===== config.mk =====
export PLATFORM = sky130hd
export DESIGN_NAME = dnn_word_fetcher
export DESIGN_NICKNAME = d
export VERILOG_FILES = /design/src/rtl/dnn_mem_pkg.sv /design/src/rtl/dnn_fetch_fifo.sv /design/src/rtl/dnn_word_fetcher.sv
export SDC_FILE = /design/constraint.sdc
export NUM_CORES = 1
export LEC_CHECK = 0
export CAP_MARGIN = 20
export CORE_UTILIZATION = 50
export CTS_BUF_LIST = sky130_fd_sc_hd__clkbuf_16
export DETAILED_ROUTE_END_ITERATION = 12
export PLACE_DENSITY = 0.72
export SLEW_MARGIN = 40
export SYNTH_ARGS = -nofsm -noshare
export SYNTH_HDL_FRONTEND = slang
export SYNTH_SLANG_ARGS = --single-unit

===== constraint.sdc =====
create_clock -name clk -period 8.1 [get_ports clk]
set_input_delay 1.62 -clock clk [delete_from_list [all_inputs] [get_ports clk]]
set_output_delay 1.62 -clock clk [all_outputs]
set_load 0.02 [all_outputs]

===== src/rtl/dnn_mem_pkg.sv =====
// Shared definitions for the DNN memory engines.
//   fetch_state_t  : word fetcher control states
//   WORD_BYTES     : byte stride between consecutive 32-bit words
//   AVALON_ADDR_W  : Avalon-MM byte address width
//   WORD_W         : data word width
package dnn_mem_pkg;

    typedef enum logic [1:0] {
        IDLE,
        ISSUE,
        DRAIN
    } fetch_state_t;

    localparam int unsigned WORD_BYTES    = 4;
    localparam int unsigned AVALON_ADDR_W = 32;
    localparam int unsigned WORD_W        = 32;

endpackage


===== src/rtl/dnn_fetch_fifo.sv =====
// First-word-fall-through FIFO holding fetched words plus their last flag.
//   clk, rst   : clock, synchronous active-high reset (empties the FIFO)
//   push       : write push_data this cycle
//   push_data  : {last, word}
//   pop        : consume the head (ignored while empty)
//   pop_data   : head entry, '0 while empty
//   full/empty : occupancy flags
//   count      : current occupancy, 0..DEPTH
module dnn_fetch_fifo
    import dnn_mem_pkg::*;
#(
    parameter int unsigned DEPTH = 8,
    parameter int unsigned WIDTH = WORD_W + 1
) (
    input  logic                     clk,
    input  logic                     rst,
    input  logic                     push,
    input  logic [WIDTH-1:0]         push_data,
    input  logic                     pop,
    output logic [WIDTH-1:0]         pop_data,
    output logic                     full,
    output logic                     empty,
    output logic [$clog2(DEPTH):0]   count
);

    localparam int unsigned PTR_W = $clog2(DEPTH);
    localparam int unsigned OCC_W = PTR_W + 1;

    logic [WIDTH-1:0] mem_q [DEPTH];
    logic [PTR_W-1:0] wr_ptr_q, wr_ptr_d;
    logic [PTR_W-1:0] rd_ptr_q, rd_ptr_d;
    logic [OCC_W-1:0] count_q, count_d;
    logic             do_push, do_pop;

    always_comb begin
        do_pop   = pop && (count_q != '0);
        // a push into a full FIFO is only taken when the head leaves in the same cycle
        do_push  = push && ((count_q != OCC_W'(DEPTH)) || do_pop);
        wr_ptr_d = wr_ptr_q + PTR_W'(do_push);
        rd_ptr_d = rd_ptr_q + PTR_W'(do_pop);
        count_d  = count_q + OCC_W'(do_push) - OCC_W'(do_pop);
    end

    always_ff @(posedge clk) begin
        if (rst) begin
            wr_ptr_q <= '0;
            rd_ptr_q <= '0;
            count_q  <= '0;
        end else begin
            wr_ptr_q <= wr_ptr_d;
            rd_ptr_q <= rd_ptr_d;
            count_q  <= count_d;
        end
    end

    // storage needs no reset: the head is masked while empty
    always_ff @(posedge clk) begin
        if (!rst && do_push) begin
            mem_q[wr_ptr_q] <= push_data;
        end
    end

    assign empty    = (count_q == '0);
    assign full     = (count_q == OCC_W'(DEPTH));
    assign count    = count_q;
    assign pop_data = empty ? '0 : mem_q[rd_ptr_q];

endmodule


===== src/rtl/dnn_word_fetcher.sv =====
// Read-side memory engine: takes one (address, word count) command, issues
// pipelined Avalon-MM reads at consecutive word addresses and streams the
// returned words to the core through a FWFT FIFO with a last flag.
//   clk, rst              : clock, synchronous active-high reset
//   cmd_valid/cmd_ready   : command handshake (ready only while idle)
//   cmd_addr, cmd_count   : byte address of first word (bits [1:0] ignored), word count
//   data_valid/data_ready : output stream handshake
//   data_word, data_last  : FIFO head word and its end-of-command flag
//   busy                  : command in progress
//   master_*              : Avalon-MM read master
module dnn_word_fetcher
    import dnn_mem_pkg::*;
#(
    parameter int unsigned DEPTH = 8,
    parameter int unsigned CNT_W = 16
) (
    input  logic                     clk,
    input  logic                     rst,
    input  logic                     cmd_valid,
    output logic                     cmd_ready,
    input  logic [AVALON_ADDR_W-1:0] cmd_addr,
    input  logic [CNT_W-1:0]         cmd_count,
    output logic                     data_valid,
    input  logic                     data_ready,
    output logic [WORD_W-1:0]        data_word,
    output logic                     data_last,
    output logic                     busy,
    input  logic                     master_waitrequest,
    output logic [AVALON_ADDR_W-1:0] master_address,
    output logic                     master_read,
    input  logic [WORD_W-1:0]        master_readdata,
    input  logic                     master_readdatavalid
);

    localparam int unsigned OCC_W = $clog2(DEPTH) + 1;

    fetch_state_t             state_q, state_d;
    logic [AVALON_ADDR_W-1:0] addr_q, addr_d;
    logic [CNT_W-1:0]         issue_left_q, issue_left_d;
    logic [CNT_W-1:0]         deliv_left_q, deliv_left_d;
    logic [OCC_W-1:0]         outstanding_q, outstanding_d;
    logic                     read_q, read_d;
    logic                     cmd_ready_q, cmd_ready_d;
    logic                     busy_q, busy_d;

    logic                     cmd_take, req_accept, resp_push, head_pop, push_last;
    logic [OCC_W-1:0]         fifo_count, fifo_count_next;
    logic [OCC_W:0]           occ_next;
    logic                     fifo_full, fifo_empty;
    logic [WORD_W:0]          head;

    always_comb begin
        cmd_take   = cmd_ready_q && cmd_valid;
        req_accept = read_q && !master_waitrequest;
        // responses with nothing outstanding are leftovers from before a reset
        resp_push  = master_readdatavalid && (outstanding_q != '0);
        head_pop   = !fifo_empty && data_ready;
        push_last  = (deliv_left_q == CNT_W'(1));

        state_d      = state_q;
        addr_d       = addr_q;
        issue_left_d = issue_left_q;
        deliv_left_d = deliv_left_q;

        case (state_q)
            IDLE: begin
                if (cmd_take) begin
                    addr_d       = cmd_addr & ~AVALON_ADDR_W'(WORD_BYTES - 1);
                    issue_left_d = cmd_count;
                    deliv_left_d = cmd_count;
                    if (cmd_count != '0) begin
                        state_d = ISSUE;
                    end
                end
            end
            ISSUE: begin
                if (req_accept) begin
                    addr_d       = addr_q + AVALON_ADDR_W'(WORD_BYTES);
                    issue_left_d = issue_left_q - CNT_W'(1);
                    if (issue_left_q == CNT_W'(1)) begin
                        state_d = DRAIN;
                    end
                end
            end
            DRAIN: begin
                if ((outstanding_q == '0) && fifo_empty) begin
                    state_d = IDLE;
                end
            end
            default: state_d = IDLE;
        endcase

        if (resp_push) begin
            deliv_left_d = deliv_left_q - CNT_W'(1);
        end

        outstanding_d   = outstanding_q + OCC_W'(req_accept) - OCC_W'(resp_push);
        fifo_count_next = fifo_count + OCC_W'(resp_push) - OCC_W'(head_pop);
        occ_next        = {1'b0, outstanding_d} + {1'b0, fifo_count_next};

        // credit is judged on next-cycle occupancy so the accept happening now
        // is already counted; a stalled request is held regardless of credit
        if (read_q && master_waitrequest) begin
            read_d = 1'b1;
        end else begin
            read_d = (state_d == ISSUE) && (issue_left_d != '0) &&
                     (occ_next < (OCC_W + 1)'(DEPTH));
        end

        cmd_ready_d = (state_d == IDLE);
        busy_d      = (state_d != IDLE);
    end

    always_ff @(posedge clk) begin
        if (rst) begin
            state_q       <= IDLE;
            addr_q        <= '0;
            issue_left_q  <= '0;
            deliv_left_q  <= '0;
            outstanding_q <= '0;
            read_q        <= 1'b0;
            cmd_ready_q   <= 1'b0;
            busy_q        <= 1'b0;
        end else begin
            state_q       <= state_d;
            addr_q        <= addr_d;
            issue_left_q  <= issue_left_d;
            deliv_left_q  <= deliv_left_d;
            outstanding_q <= outstanding_d;
            read_q        <= read_d;
            cmd_ready_q   <= cmd_ready_d;
            busy_q        <= busy_d;
        end
    end

    dnn_fetch_fifo #(
        .DEPTH (DEPTH),
        .WIDTH (WORD_W + 1)
    ) u_fifo (
        .clk       (clk),
        .rst       (rst),
        .push      (resp_push),
        .push_data ({push_last, master_readdata}),
        .pop       (head_pop),
        .pop_data  (head),
        .full      (fifo_full),
        .empty     (fifo_empty),
        .count     (fifo_count)
    );

    assert property (@(posedge clk) disable iff (rst) !(resp_push && fifo_full && !head_pop))
        else $error("word fetcher FIFO overflow");

    assign cmd_ready      = cmd_ready_q;
    assign busy           = busy_q;
    assign master_read    = read_q;
    assign master_address = addr_q;
    assign data_valid     = !fifo_empty;
    assign data_word      = head[WORD_W-1:0];
    assign data_last      = head[WORD_W];

endmodule


Word level (Yosys, flattened, before mapping) --
Memory sizes are Yosys's and may differ from the RTL's. A register that Yosys moved wholly into a read port is not among the register bits. Index checks and enable logic that the tools add are counted.
Word-level totals: register bits 83, word-level logic and storage cells 82, input bits 86, output and inout port bits 69, bits in writable memories 264, memories kept 1
Operators by class: reductions and logical operators 29, equality and inequality tests 8, $lt $le $gt $ge 1, add/subtract/negate cells 12, mux-type cells 20
Memories:
- u_fifo.mem_q | depth 8, width 33, rd ports 1, clocked after Yosys merged registers in 1, write ports 1, line dnn_fetch_fifo.sv:29 | logic [WIDTH-1:0] mem_q [DEPTH];
Operator list (count):
- $mux W16 | 5
- $mux W32 | 2
- $pmux W32 S2 | 1
- $mux W33 | 1
- $add A32 B3 Y32 const B | 1
- $eq A16 B1 Y1 const B | 2
- $pmux W16 S2 | 1
- $reduce_bool A16 Y1 | 2
- $sub A16 B1 Y16 const B | 2
- $add A4 B1 Y4 | 3
- $sub A4 B1 Y4 | 3
- $logic_and A1 B1 Y1 | 11
- $mux W2 | 5
- $logic_not A4 Y1 | 2
- $reduce_bool A2 Y1 | 4
- $reduce_bool A4 Y1 | 2
- $add A3 B1 Y3 | 2
- $pmux W2 S3 | 1
- $add A4 B4 Y5 | 1
- $lt A5 B4 Y1 const B | 1
- $eq A2 B1 Y1 const B | 2
- $logic_not A2 Y1 | 2
- $ne A2 B2 Y1 const B | 2
- $ne A4 B4 Y1 const B | 1
- 7 further kinds | 11

Depth between registers and ports, before layout --
Gate-level depths: netlist of the first run.
depth in word-level cells 9, mapped depth 17, mapped depth without buffers 16

Modules after synthesis --
Synthesis of the first run repeated with hierarchy kept, for this count alone.
Unflattened totals: cells, all modules 1027, area, all modules 14966.9 um^2
By module, submodules not included:
- dnn_fetch_fifo | area an instance 10466.3 um^2, sequential area each 8127.8 um^2, times used 1, cells each 452
- dnn_word_fetcher | area an instance 4500.6 um^2, sequential area each 1421.4 um^2, times used 1, cells each 575

Worst setup path before layout of the first run --
No wires, ideal clock.
path kind input to register, from input port master_readdatavalid, to memory u_fifo.mem_q[0][0] (netlist name), enable pin, setup slack 3086 ps, cell stages on the path 5, setup time 464 ps, arrival time 4550 ps, path buffers 0, data required time 7636 ps, cell sequence nand2b_1 inv_1 nand2_1 or3_1 nor3_1
Between the ends: word-level cells in the longest chain between the ends 5
RTL lines:
- start, declared | line dnn_word_fetcher.sv:32 | input logic master_readdatavalid
- $logic_and A1 B1 Y1 | line dnn_word_fetcher.sv:56 | resp_push = master_readdatavalid && (outstanding_q != '0);
- $logic_and A1 B1 Y1 | line dnn_fetch_fifo.sv:38 | do_push = push && ((count_q != OCC_W'(DEPTH)) || do_pop);
- $logic_and A1 B1 Y1 | line dnn_fetch_fifo.sv:58 | if (!rst && do_push) begin
- $mux W1 | line dnn_fetch_fifo.sv:58
- $mux W1 (not written as such) | line dnn_fetch_fifo.sv:59 | mem_q[wr_ptr_q] <= push_data;
- end, declared | line dnn_fetch_fifo.sv:29
No other way between the ends.

Worst setup path in the final report of the first run --
from input port master_readdatavalid, to register read_q (netlist: master_read)
Between the ends: elaborated cells on any way between the ends 8, classes of those cells 4 x add/sub; 1 x order compare; 1 x mux; 2 x reduce/logical
RTL lines:
- $logic_and A1 B1 Y1 | line dnn_word_fetcher.sv:56
- $sub A4 B1 Y4 | line dnn_word_fetcher.sv:97 | outstanding_d = outstanding_q + OCC_W'(req_accept) - OCC_W'(resp_push);
- named net outstanding_d[1] | line dnn_word_fetcher.sv:41 | logic [OCC_W-1:0] outstanding_q, outstanding_d;
- $add A4 B4 Y5 | line dnn_word_fetcher.sv:99 | occ_next = {1'b0, outstanding_d} + {1'b0, fifo_count_next};
- $lt A5 B4 Y1 | line dnn_word_fetcher.sv:107 | (occ_next < (OCC_W + 1)'(DEPTH));
- $logic_and A1 B1 Y1 | line dnn_word_fetcher.sv:106 | read_d = (state_d == ISSUE) && (issue_left_d != '0) &&
- $mux W1 | line dnn_word_fetcher.sv:103 | if (read_q && master_waitrequest) begin
- end signal, assigned | line dnn_word_fetcher.sv:130 | read_q <= read_d;
- end, declared | line dnn_word_fetcher.sv:42 | logic read_q, read_d;
The timed path passes the listed nets, and every way through them passes these cells. A chain may end at the register's enable or synchronous reset.

==> results.yml, run 1 <==
sta:
  maxSlewHeadroom: 0.454
  skew_ns: 0.0215
  grt_setup_unrepaired: "false"
  slew_viol_final: 0
  hold_violations: 0
  fin_tns_setup_ns: 0
  finalCritPeriodShare: 0.591
  fmax_mhz: 209
  period_needed_ns: 4.79
  tightest_slew_ns: 0.812
  setup_violations: 0
layout:
  final_cells: 1651
  n_fill_cell: 2218
  nets: 1349
  area_delta_synth_final_pct: 20.3
  drive_gt1_frac: 0.132
  antennaDiodeCount: 0
global_route:
  gr-usage-all-layers: 0.220
  antenna_found_initial: 0
  use_met3: 0.0476
  first_global_vias: 9880
  grtUsageMet2: 0.368
  overflow: 0
  top_usage_layer: "met2"
  grt_max_degree: 69
  grt_pass1_wl_microns: 53000
  grtUsageMet1: 0.291
critical_path:
  cp-start-kind: "input pin"
  criticalPathCategory: "input pin to flop"
  critPathCaptureType: "flop"
  path_cells: "clkdlybuf4s50_1, nand2b_1, inv_1, ha_1, inv_1, ha_1, fa_1, ha_1, a31o_2, a2111oi_0, a41oi_1, a21oi_1"
  slowest_stage: "inv_1"
  worst-r2r-setup-slack_ns: 3.66
  crit_top_cell: "ha_1"
  r2r_cells: 14
  r2r-start: "outstanding_q[2]"
  required_ns: 8.53
  critical_path.max_stage_delay_ns: 0.56
  r2r-end: "master_read"
  timing.critical_path.fanout_max: 17
  critPathArrivalTime_ns: 5.22
clocking:
  cts_max_level: 2
  cts_hold_buf: 0
  insertion_delay_ns: 0.52
  cts_tree: "yes"
  cts_made_buffers: 36
  root_buffer: "clkbuf_16"
  cts.repair.resized: 0
  cts.sinks: 345
  clk_path_buf_depth: 3
  clk_pin_slew_ns: 0.06
  postCtsSetupBuffers: 0
floorplan:
  rows: 63
  coreArea_sq_um: 29700
  die_w_microns: 176
  dieHeight_microns: 176
  initial_core_util: 0.509
  dieArea_sq_um: 30900
  io_pins: 155
logic_synthesis:
  yosys-top-cells-area: "edfxtp_1 52%, dfxtp_1 11%, mux4_2 9.8%, nor2_1 2.8%, mux2i_1 2.5%"
  ys.flop_type: "edfxtp_1"
  ys_seq_elements: 345
  synth_most_common_cell: "edfxtp_1"
  synth-seq-area-share: 0.632
  synth_cells: 1093
  synth_cell_type_count: 73
  synth_top_area_frac: 0.525
  yosysWarnings: 0
  synth.top_cells.by_count: "264 x edfxtp_1, 114 x nor2_1, 81 x dfxtp_1"
  synth_edf_count: 264
  netlist_area_sq_um: 15100
  syn_area_per_cell_sq_um: 13.8
  ys_async_sr_fraction: 0
  synth_top_area_cell: "edfxtp_1"
power_and_ir_drop:
  combPwrFrac: 0.304
  ir_worst_vdd_mv: 0.131
  swShare: 0.305
  p_clk_frac: 0.289
  p_sw_mw: 1.61
  leakage_nw: 5.96
  internal_power_mw: 3.67
  power_density_nw_per_um2: 291
  seqPwrFrac: 0.407
routing:
  first_pass_iters: 5
  via_per_inst: 5.97
  routed_wl_microns: 33300
  wl_per_cell_microns: 20.2
  drt_iter0_markers: 785
  ant_nets: 0
  vias: 9863
  drc: 0
hold_path:
  hold_end: "deliv_left_q[15]"
  min-delay-path-class: "flop to flop"
  min_path_cells: 2
  worstHoldStart: "deliv_left_q[15]"
outcome:
  status: "completed"
placement:
  port_buffers: 150
  place_congestion: 0.886
  post-place-cells: 1587
  dp_hpwl_microns: 20200
run:
  cap_violations: 0
==> flip-flops by register name (all words and copies together) (netlist names), 2 cells and up <==
signal and flops:
u_fifo.wr_ptr_q 3, u_fifo.mem_q 264, issue_left_q 16, deliv_left_q 16, master_address 30, u_fifo.count 4, u_fifo.rd_ptr_q 3, outstanding_q 4
state_q 2
==> how the worst max path moves through the flow <==
stage | start | endpoint | slack [ns] | depth (start not counted)
2_1_floorplan | master_readdatavalid | u_fifo.mem_q[0][0] | 3.09 | 5
3_3_place_gp | master_readdatavalid | u_fifo.mem_q[0][29] | 2.87 | 7
3_5_place_dp | master_readdatavalid | master_read | 2.80 | 12
4_1_cts | u_fifo.rd_ptr_q[0] | data_word[11] | 2.90 | 5
5_1_grt | master_readdatavalid | master_read | 3.06 | 12
6_report | master_readdatavalid | master_read | 3.31 | 12
==> metrics by stage <==
stage	cell area [sq um]	setup WS [ns]	utilization	power [mW]	hold WS [ns]
2_1_floorplan	15100	3.09	-	3.23	0.444
3_3_place_gp	17100	2.87	0.574	3.76	0.453
3_5_place_dp	17100	2.80	0.574	3.79	0.468
4_1_cts	18200	2.90	0.611	5.33	0.480
5_1_grt	18200	3.06	0.612	5.57	0.524
6_report	18200	3.31	0.612	5.28	0.480
==> cell type report <==
cell class / count / area (sq um) / share of cell area
Clock buffer: 36 / 901 / 0.0496
Clock inverter: 27 / 186 / 0.0103
Inverter: 29 / 109 / 0.00599
Multi-Input combinational cell: 656 / 5290 / 0.291
Sequential cell: 345 / 9560 / 0.526
Tap cell: 390 / 488 / 0.0268
Timing Repair Buffer: 168 / 1640 / 0.0904
==> power by group through the flow <==
stage / combinational (mW) / clock (mW) / sequential [mW]
finish: 1.60 / 1.53 / 2.15
global route: 1.76 / 1.63 / 2.17
CTS: 1.59 / 1.56 / 2.18
detailed placement: 1.58 / 0 / 2.21
global placement: 1.55 / 0 / 2.21
floorplan: 1.08 / 0 / 2.15
==> cells in the final DEF (no fill, tap or decap), types with 6 or more instances in the layout <==
master / instances
a21o_1: 13
dfxtp_1: 78
nor2b_1: 12
clkdlybuf4s50_1: 149
edfxtp_1: 264
a211oi_1: 12
o21ai_0: 36
o31ai_1: 8
a21oi_1: 49
nor4_1: 20
clkinv_2: 9
nor3_1: 26
nor2_1: 108
and2_1: 9
a22oi_1: 8
nand2b_1: 10
ha_1: 24
mux2i_1: 37
clkinv_1: 10
nor2_4: 6
a31oi_1: 6
or3_1: 7
clkbuf_16: 36
and3_1: 7
buf_4: 17
or2_2: 6
o22ai_1: 7
mux4_2: 66
nand4_1: 11
inv_1: 32
nand3_1: 28
nand2_1: 48
==> per-layer routing <==
layer,vias to the layer above,part of all wire
met5,-,0
met4,0,0.018
met3,48,0.069
met2,350,0.49
met1,4908,0.43
li1,4557,-
==> worst max-delay path: cells and delay by family <==
| kind | cells | cell delay [ns] |
|---|---|---|
| buffers and inverters | 3 | 1.07 |
| AND/OR/NAND/NOR | 1 | 0.25 |
| adder cells (fa/ha/maj) | 4 | 1.26 |
| AO/OA/AOI/OAI | 4 | 1.01 |
==> kinds of logic (layout without fill, tap and decap cells) <==
family,Yosys count,count (layout),share of synthesized area
compound gates,184,184,0.0817
xor+xnor,8,8,0.00464
fa+ha+maj,27,27,0.0238
buf+inv,93,260,0.0239
flops,345,345,0.632
mux,103,103,0.123
other cells,1,2,0.000248
simple gates,332,332,0.111
(Power assumes the default switching activity.)
==> inputs of run 2 (changes only) <==
- PLACE_DENSITY: 0.72 -> 0.74
- clock period: 8.1 -> 4.36 ns (I/O delays scaled with it)
==> run 2 against run 1 <==
Net effect: global-route usage grew 0.56 points; sequential power rose by 87%; clock skew down 0.0031 ns; largest cell class unchanged; cell count is 1.1% higher; wire length rose by 2.7%; critical endpoint is now data_word[21]; clock power is 83% higher.
==> results.yml, run 2 (synthesis gave the netlist of run 1 again) <==
global_route:
  antenna_found_initial: 0
  grt_pass1_wl_microns: 54000
  first_global_vias: 9796
  gr-usage-all-layers: 0.226
  overflow: 0
  grt_max_degree: 49
critical_path:
  critical_path.max_stage_delay_ns: 0.64
  criticalPathCategory: "flop to output pin"
  timing.critical_path.buf_inv: 2
  r2r-end: "master_read"
  worst-r2r-setup-slack_ns: 0.87
  critPathArrivalTime_ns: 2.85
  timing.critical_path.fanout_max: 22
  critPathCaptureType: "output pin"
  path_cells: "buf_4, mux4_2, mux2i_1, nor2_1, clkdlybuf4s50_1"
  r2r-start: "u_fifo.count[2]"
  cp-start-kind: "flop"
  path_delay_family: "buffers and inverters"
  slowest_stage: "dfxtp_4"
  required_ns: 3.49
  r2r_cells: 16
  crit_start: "u_fifo.rd_ptr_q[0]"
hold_path:
  worstHoldStart: "deliv_left_q[15]"
  min-delay-path-class: "flop to flop"
  min_path_cells: 2
  hold_end: "deliv_left_q[15]"
layout:
  layout_commonest_cell: "edfxtp_1"
  layout_common_cells: "264 x edfxtp_1, 149 x clkdlybuf4s50_1, 108 x nor2_1"
  max_flop_register: "u_fifo.mem_q"
  antennaDiodeCount: 0
  largest_register_ffs: 264
  n_fill_cell: 2209
  final_cells: 1669
  drive_gt1_frac: 0.145
  nets: 1366
  final_core_util: 0.618
  final_area_sq_um: 18400
  area_delta_synth_final_pct: 21.4
clocking:
  insertion_delay_ns: 0.52
  cts_tree: "yes"
  root_buffer: "clkbuf_16"
  cts_hold_buf: 0
  cts.repair.resized: 0
  cts.sinks: 345
  clk_path_buf_depth: 3
  cts_made_buffers: 36
  cts_max_level: 2
  clk_pin_slew_ns: 0.06
  postCtsSetupBuffers: 0
floorplan:
  io_pins: 155
  initial_core_util: 0.509
  dieArea_sq_um: 30900
  rows: 63
  coreArea_sq_um: 29700
  die_w_microns: 176
  dieHeight_microns: 176
routing:
  wl_per_cell_microns: 20.5
  vias: 9919
  ant_nets: 0
  routed_wl_microns: 34200
  first_pass_iters: 5
  drt_iter0_markers: 826
  drc: 0
  via_per_inst: 5.94
placement:
  place_area_sq_um: 17300
  post-place-cells: 1605
  dp_hpwl_microns: 21400
  place_congestion: 0.852
  port_buffers: 150
sta:
  grt_setup_unrepaired: "false"
  setup_violations: 0
  slew_viol_final: 0
  maxSlewHeadroom: 0.441
  skew_ns: 0.0184
  fmax_mhz: 269
  tightest_slew_ns: 0.837
  period_needed_ns: 3.72
  finalHoldWorstSlack_ns: 0.477
  hold_violations: 0
  fin_tns_setup_ns: 0
  finalCritPeriodShare: 0.854
power_and_ir_drop:
  power_density_nw_per_um2: 536
  ir_worst_vdd_mv: 0.258
  leakage_nw: 6.06
outcome:
  status: "completed"
run:
  cap_violations: 0
-- run 2: cell count changes in the layout (fill, tap and decap cells not counted), moves of 2 or more --
cell	delta
buf_12	+6
buf_4	+11
clkinv_1	-2
clkinvlp_4	+2
inv_1	+2
nor3_2	+2
nor3_4	-2
-- run 2: worst reg2reg max path, delay by kind of cell, from the launching register on --
family / cells / cell delay [ns]
flip-flops: 1 / 0.30
AND/OR/NAND/NOR: 2 / 0.33
AO/OA/AOI/OAI: 4 / 1.10
adder cells (fa/ha/maj): 5 / 1.38
buffers and inverters: 5 / 0.32
-- run 2: per-layer routing --
metal	GRT usage	wire length (microns)	vias up
met5	0	0	-
met4	0.0543	595	0
met3	0.0433	2690	48
met2	0.379	16700	428
met1	0.302	14200	4874
li1	-	-	4569
-- run 2: worst max-delay path by stage --
stage	to	slack [ns]	depth (start not counted)
after floorplan	u_fifo.mem_q[0][0]	0.09	5
after global placement	master_read	0.35	12
after detailed placement	master_read	0.27	13
after CTS	data_word[21]	0.56	5
after global routing	data_word[14]	0.47	5
final	data_word[21]	0.64	5
-- run 2: layout make-up --
| type | instances | area [sq um] | area share |
|---|---|---|---|
| clock inverter | 28 | 175 | 0.00954 |
| tap | 390 | 488 | 0.0266 |
| timing repair buffer | 185 | 1850 | 0.101 |
| clock buffer | 36 | 901 | 0.0491 |
| sequential | 345 | 9560 | 0.521 |
| multi-input combinational | 656 | 5280 | 0.288 |
| inverter | 29 | 109 | 0.00593 |
-- run 2: power breakdown --
group / leakage, nW / internal, mW / switching, mW / total [mW]
clock network: 0.545 / 1.57 / 1.23 / 2.80
logic: 2.47 / 1.45 / 1.58 / 3.03
registers: 3.05 / 3.78 / 0.232 / 4.01
total: 6.06 / 6.80 / 3.04 / 9.84
-- run 2: per-stage QoR --
stage          power (mW)  setup WS (ns)
2_1_floorplan        6.00         0.0940
3_3_place_gp         7.04          0.355
3_5_place_dp         7.12          0.270
4_1_cts              9.95          0.556
5_1_grt              10.3          0.468
6_report             9.84          0.636
